==> config.mk <==
export PLATFORM = sky130hd
export DESIGN_NAME = free_list_flat
export DESIGN_NICKNAME = d
export VERILOG_FILES = /design/src/rtl/free_list_if.sv /design/src/rtl/free_list.sv /design/src/flat_wrapper.sv
export SDC_FILE = /design/constraint.sdc
export NUM_CORES = 1
export LEC_CHECK = 0
export ABC_AREA = 1
export CAP_MARGIN = 20
export CORE_ASPECT_RATIO = 2
export CORE_MARGIN = 2
export CORE_UTILIZATION = 64
export DETAILED_ROUTE_END_ITERATION = 6
export DONT_BUFFER_PORTS = 1
export HOLD_SLACK_MARGIN = 0.08
export PLACE_DENSITY = 0.8
export SLEW_MARGIN = 10
export SYNTH_ARGS = -nofsm -noshare
export SYNTH_HDL_FRONTEND = slang
export SYNTH_SLANG_ARGS = --single-unit
==> constraint.sdc <==
create_clock -name clock -period 5.5 [get_ports clock]
set_input_delay 1.1 -clock clock [delete_from_list [all_inputs] [get_ports clock]]
set_output_delay 1.1 -clock clock [all_outputs]
set_load 0.1 [all_outputs]
==> src/rtl/free_list_if.sv <==
// Dispatch/retire bundle between the ROB, dispatch and the physical-register free list.
// master drives requests and returned tags; slave is the free list.
interface free_list_if #(
  parameter int FL_IDX = 5,
  parameter int PR_W   = 7
);
  logic [1:0]        id_dispatch_num;
  logic [1:0]        fl_retire_num;
  logic [PR_W-1:0]   fl_retire_tag_a;
  logic [PR_W-1:0]   fl_retire_tag_b;
  logic [PR_W-1:0]   fl_pr0;
  logic [PR_W-1:0]   fl_pr1;
  logic [1:0]        fl_cap;
  logic [FL_IDX:0]   fl_count;
  logic              fl_overflow;

  modport master (
    output id_dispatch_num, fl_retire_num, fl_retire_tag_a, fl_retire_tag_b,
    input  fl_pr0, fl_pr1, fl_cap, fl_count, fl_overflow
  );

  modport slave (
    input  id_dispatch_num, fl_retire_num, fl_retire_tag_a, fl_retire_tag_b,
    output fl_pr0, fl_pr1, fl_cap, fl_count, fl_overflow
  );
endinterface

==> src/rtl/free_list.sv <==
// Circular FIFO of free physical tags: hands up to two tags per cycle to dispatch
// and takes back up to two stale tags per cycle from ROB retirement.
module free_list #(
  parameter int FL_SIZE    = 32,
  parameter int FL_IDX     = 5,
  parameter int PR_W       = 7,
  parameter int FIRST_FREE = 32
) (
  input logic         clock,
  input logic         reset,
  free_list_if.slave  fl
);

  localparam logic [FL_IDX:0] SIZE_C = (FL_IDX+1)'(FL_SIZE);
  localparam logic [FL_IDX:0] TWO_C  = (FL_IDX+1)'(2);

  logic [PR_W-1:0]   entry [FL_SIZE];
  logic [FL_IDX-1:0] head;
  logic [FL_IDX-1:0] tail;
  logic [FL_IDX:0]   count;
  logic              overflow;

  logic [1:0]        disp_req;
  logic [1:0]        push_req;
  logic [1:0]        pop;
  logic [1:0]        push_acc;
  logic [FL_IDX:0]   space;
  logic [FL_IDX-1:0] head_p1;
  logic [FL_IDX-1:0] tail_p1;
  logic              drop;

  always_comb begin
    disp_req = (fl.id_dispatch_num == 2'd3) ? 2'd2 : fl.id_dispatch_num;
    push_req = (fl.fl_retire_num == 2'd3) ? 2'd2 : fl.fl_retire_num;

    if (count >= TWO_C) pop = disp_req;
    else                pop = (disp_req < count[1:0]) ? disp_req : count[1:0];

    // slots vacated by this cycle's pops are reusable by this cycle's pushes
    space = SIZE_C - count + (FL_IDX+1)'(pop);

    if (space >= TWO_C) push_acc = push_req;
    else                push_acc = (push_req < space[1:0]) ? push_req : space[1:0];

    drop    = (push_acc != push_req);
    head_p1 = head + FL_IDX'(1);
    tail_p1 = tail + FL_IDX'(1);
  end

  always_ff @(posedge clock) begin
    if (reset) begin
      for (int i = 0; i < FL_SIZE; i++) begin
        entry[i] <= PR_W'(FIRST_FREE + i);
      end
      head     <= '0;
      tail     <= '0;
      count    <= SIZE_C;
      overflow <= 1'b0;
    end else begin
      if (push_acc != 2'd0) entry[tail]    <= fl.fl_retire_tag_a;
      if (push_acc == 2'd2) entry[tail_p1] <= fl.fl_retire_tag_b;
      head  <= head + FL_IDX'(pop);
      tail  <= tail + FL_IDX'(push_acc);
      count <= count - (FL_IDX+1)'(pop) + (FL_IDX+1)'(push_acc);
      if (drop) overflow <= 1'b1;
    end
  end

  // outputs depend on registered state only; pushed tags surface a cycle later
  always_comb begin
    fl.fl_pr0      = entry[head];
    fl.fl_pr1      = entry[head_p1];
    fl.fl_cap      = (count >= TWO_C) ? 2'd2 : count[1:0];
    fl.fl_count    = count;
    fl.fl_overflow = overflow;
  end

endmodule

==> src/flat_wrapper.sv <==
// flat-port wrapper written by rule: the top's interface ports become plain ports
module free_list_flat 
#(
  parameter int FL_SIZE    = 32,
  parameter int FL_IDX     = 5,
  parameter int PR_W       = 7,
  parameter int FIRST_FREE = 32
)
  (clock, reset, fl_id_dispatch_num, fl_fl_retire_num, fl_fl_retire_tag_a, fl_fl_retire_tag_b, fl_fl_pr0, fl_fl_pr1, fl_fl_cap, fl_fl_count, fl_fl_overflow);
  free_list_if #(.FL_IDX(FL_IDX), .PR_W(PR_W)) fl_i ();
  input logic clock;
  input logic reset;
  input wire logic [$bits(fl_i.id_dispatch_num)-1:0] fl_id_dispatch_num;
  input wire logic [$bits(fl_i.fl_retire_num)-1:0] fl_fl_retire_num;
  input wire logic [$bits(fl_i.fl_retire_tag_a)-1:0] fl_fl_retire_tag_a;
  input wire logic [$bits(fl_i.fl_retire_tag_b)-1:0] fl_fl_retire_tag_b;
  output wire logic [$bits(fl_i.fl_pr0)-1:0] fl_fl_pr0;
  output wire logic [$bits(fl_i.fl_pr1)-1:0] fl_fl_pr1;
  output wire logic [$bits(fl_i.fl_cap)-1:0] fl_fl_cap;
  output wire logic [$bits(fl_i.fl_count)-1:0] fl_fl_count;
  output wire logic [$bits(fl_i.fl_overflow)-1:0] fl_fl_overflow;
  assign fl_i.id_dispatch_num = fl_id_dispatch_num;
  assign fl_i.fl_retire_num = fl_fl_retire_num;
  assign fl_i.fl_retire_tag_a = fl_fl_retire_tag_a;
  assign fl_i.fl_retire_tag_b = fl_fl_retire_tag_b;
  assign fl_fl_pr0 = fl_i.fl_pr0;
  assign fl_fl_pr1 = fl_i.fl_pr1;
  assign fl_fl_cap = fl_i.fl_cap;
  assign fl_fl_count = fl_i.fl_count;
  assign fl_fl_overflow = fl_i.fl_overflow;
  free_list #(.FL_SIZE(FL_SIZE), .FL_IDX(FL_IDX), .PR_W(PR_W), .FIRST_FREE(FIRST_FREE)) u_core (.clock(clock), .reset(reset), .fl(fl_i));
endmodule
==> results.md <==
* Status: finished clean
* H-tree Lvls at 1
* WL per Instance at 26.7 um
* Period minus WS final at 5400 ps
* RSZ-0062 raised after global routing: false
* Pwr dens at 547 mW/mm^2
* Routability Congestion at 1.02
* # hold bufs at CTS at 0
* VDD IR max at 0.000539 V
* Crit path from: u_core.head[1]
* Fin. Hold Viols at 0
* P_leak at 5.56 nW
* Library cells used by synthesis at 30
* Global Route Usage Sum at 0.482
* CP Data Required Time at 4400 ps
* First-pass GRT wire length at 91500 um
* Yosys warning total at 0
* DP HPWL at 41700 um
* CTS tree: built
* Slew Viols, Final at 0
* DR vias at 16200
* Drt drc at 0
* Initial Utilization at 0.651
* #FFs+latches synth at 241
* Final Non-Filler Cells at 2359
* Dpl cells at 2316
* Via density at 6.87
* CP Max Fanout at 41
* DRT iter0 DRCs at 2302
* TritonRoute pass-1 iters at 7
* R2R Path Start: u_core.fl.fl_count[2]
* Routed WL at 62900 um
* Seq/Total Area, Yosys at 0.443
* Layout area overhead at 6.07%
* Gr ovfl total at 0
* Hold WS at 538 ps
* Asr flop ratio synth at 0
* Most common cell after layout, fill and taps aside: o21ai_0
* Cell Rows at 81
* DIE AREA at 0.0263 sq mm
* Max-Cap Viols at 0
* Number of synthesized flops with an enable pin at 224
* Post-route setup slack at 96.4 ps
* Initial antenna violation count at 3
* Largest net degree at the start of global routing at 115
* Max Fclk at 0.185 GHz
* Root buffer cell: clkbuf_16
* Hold crit path type: reg2reg
* Sink of the worst hold path: u_core.tail[3]
* CTS Buffer Depth at 3
* Most frequent cells in the layout: 380 x o21ai_0, 338 x nand3_1, 239 x inv_1, 224 x edfxtp_1, 206 x nand2_1
* Ports at 43
* Power, Total at 9.26 mW
* Die height at 227 um
* FF-to-FF End: u_core.entry[22][1]
* CTS Sinks at 241
* Num CTS Buffers at 22
* Fin util at 0.690
* Pre-CTS WS at 594 ps
* Synthesized instance count at 2097
* Final ANT Viol Nets at 0
* Post-CTS Resized at 0
* Arrival @ worst endpoint at 4300 ps
* Worst Hold Depth at 1
* Crit path capture type: output pin
* Setup TNS at 0 ps
* Area of the mapped netlist at 0.0160 sq mm
* Layout cell share with drive strength beyond 1 at 0.0533
* Fin crit share at 0.982
* Syn nets at 2145
* Hold Startpoint: u_core.tail[3]
* Slew headroom at 0.187
* FF-to-FF setup slack at 780 ps
* CP startpoint kind: flip-flop
* Post-CTS setup buffer count at 0
* Final #Nets at 2057
* Clk slew on worst S/H paths at 60 ps
* Syn Area/Cell at 7.61 sq um
* Die X at 116 um
* Vias in the first global route at 15300
* Worst skew pair latency at 560 ps
* Crit Path Class: reg2out
* Worst r2r path cells at 23
* DP Area at 0.0162 sq mm
* Clk_skew at 28.3 ps
* Worst-margin pin slew at 1210 ps
* Final setup viols at 0
* Finished Cell Area at 0.0169 sq mm
* Core ar. at 0.0245 sq mm
* Port bufs at 0
* Dominant synthesized flop cell: edfxtp_1
synthesized netlist by cell type, types with 3 or more instances:
master,number,area share
o21ai_1,77,0.024
nand2_1,206,0.048
xnor2_1,3,0.0016
xor2_1,3,0.0016
inv_2,6,0.0014
a21oi_1,126,0.039
nand3_1,338,0.11
clkinv_1,4,0.00094
ha_1,23,0.018
a31oi_1,7,0.0027
nor2_1,166,0.039
o22ai_1,12,0.0047
inv_1,239,0.056
o21ai_0,380,0.12
buf_1,9,0.0021
edfxtp_1,224,0.42
nor3_1,3,0.00094
buf_2,12,0.0038
nand2_2,4,0.0016
dfxtp_1,17,0.021
nand4_1,16,0.0063
clkbuf_1,126,0.030
o211ai_1,70,0.033
buf_4,15,0.0071
fa_1,5,0.0063
power breakdown:
group / total, mW / internal (mW) / switching [mW]
registers: 2.26 / 2.15 / 0.112
clock network: 1.57 / 0.842 / 0.730
logic: 5.43 / 1.21 / 4.22
how the worst max path moves through the flow:
stage | endpoint | depth (start not counted)
floorplan | u_core.fl.fl_count[5] | 25
global placement | u_core.entry[21][3] | 17
detailed placement | u_core.entry[21][3] | 17
CTS | fl_fl_pr1[2] | 8
global route | fl_fl_pr1[5] | 9
finish | fl_fl_pr1[5] | 9
state kept, by name, indices dropped and copies added (netlist names):
| signal | count |
|---|---|
| u_core.head | 5 |
| u_core.fl.fl_overflow | 1 |
| u_core.entry | 224 |
| u_core.tail | 5 |
| u_core.fl.fl_count | 6 |
critical path, cell delays in order, from the launching register on:
cell and delay [ps]:
dfxtp_4 380, ha_2 970, buf_4 340, o21ai_0 110
o211ai_1 780, nand3_1 250, nand2_1 170, nor2_1 60
a31oi_2 280, buf_4 350
final cells by class:
type	instances	area, sq um
fill	2094	7590
multi-input combinational	1444	7350
sequential	241	7070
inverter	249	940
clock buffer	28	573
timing repair buffer	51	445
tap	332	415
clock inverter	12	134
antenna	2	5.00
logic make-up after synthesis:
group           Yosys count  share of synthesized area
flops                   241                      0.443
fa+ha+maj                28                     0.0243
xor+xnor                  6                    0.00329
compound gates          673                      0.224
buf+inv                 412                      0.101
simple gates            737                      0.205
layer usage:
metal  share of wire  routed length (um)  up-vias  GRT usage
met5               0                   0        -          0
met4            0.13                8220        0      0.485
met3            0.12                7390      448      0.129
met2            0.46               29000     1280      0.762
met1            0.29               18400     7352      0.496
li1                -                   -     7125          -
Power figures use the tool's default switching activity.
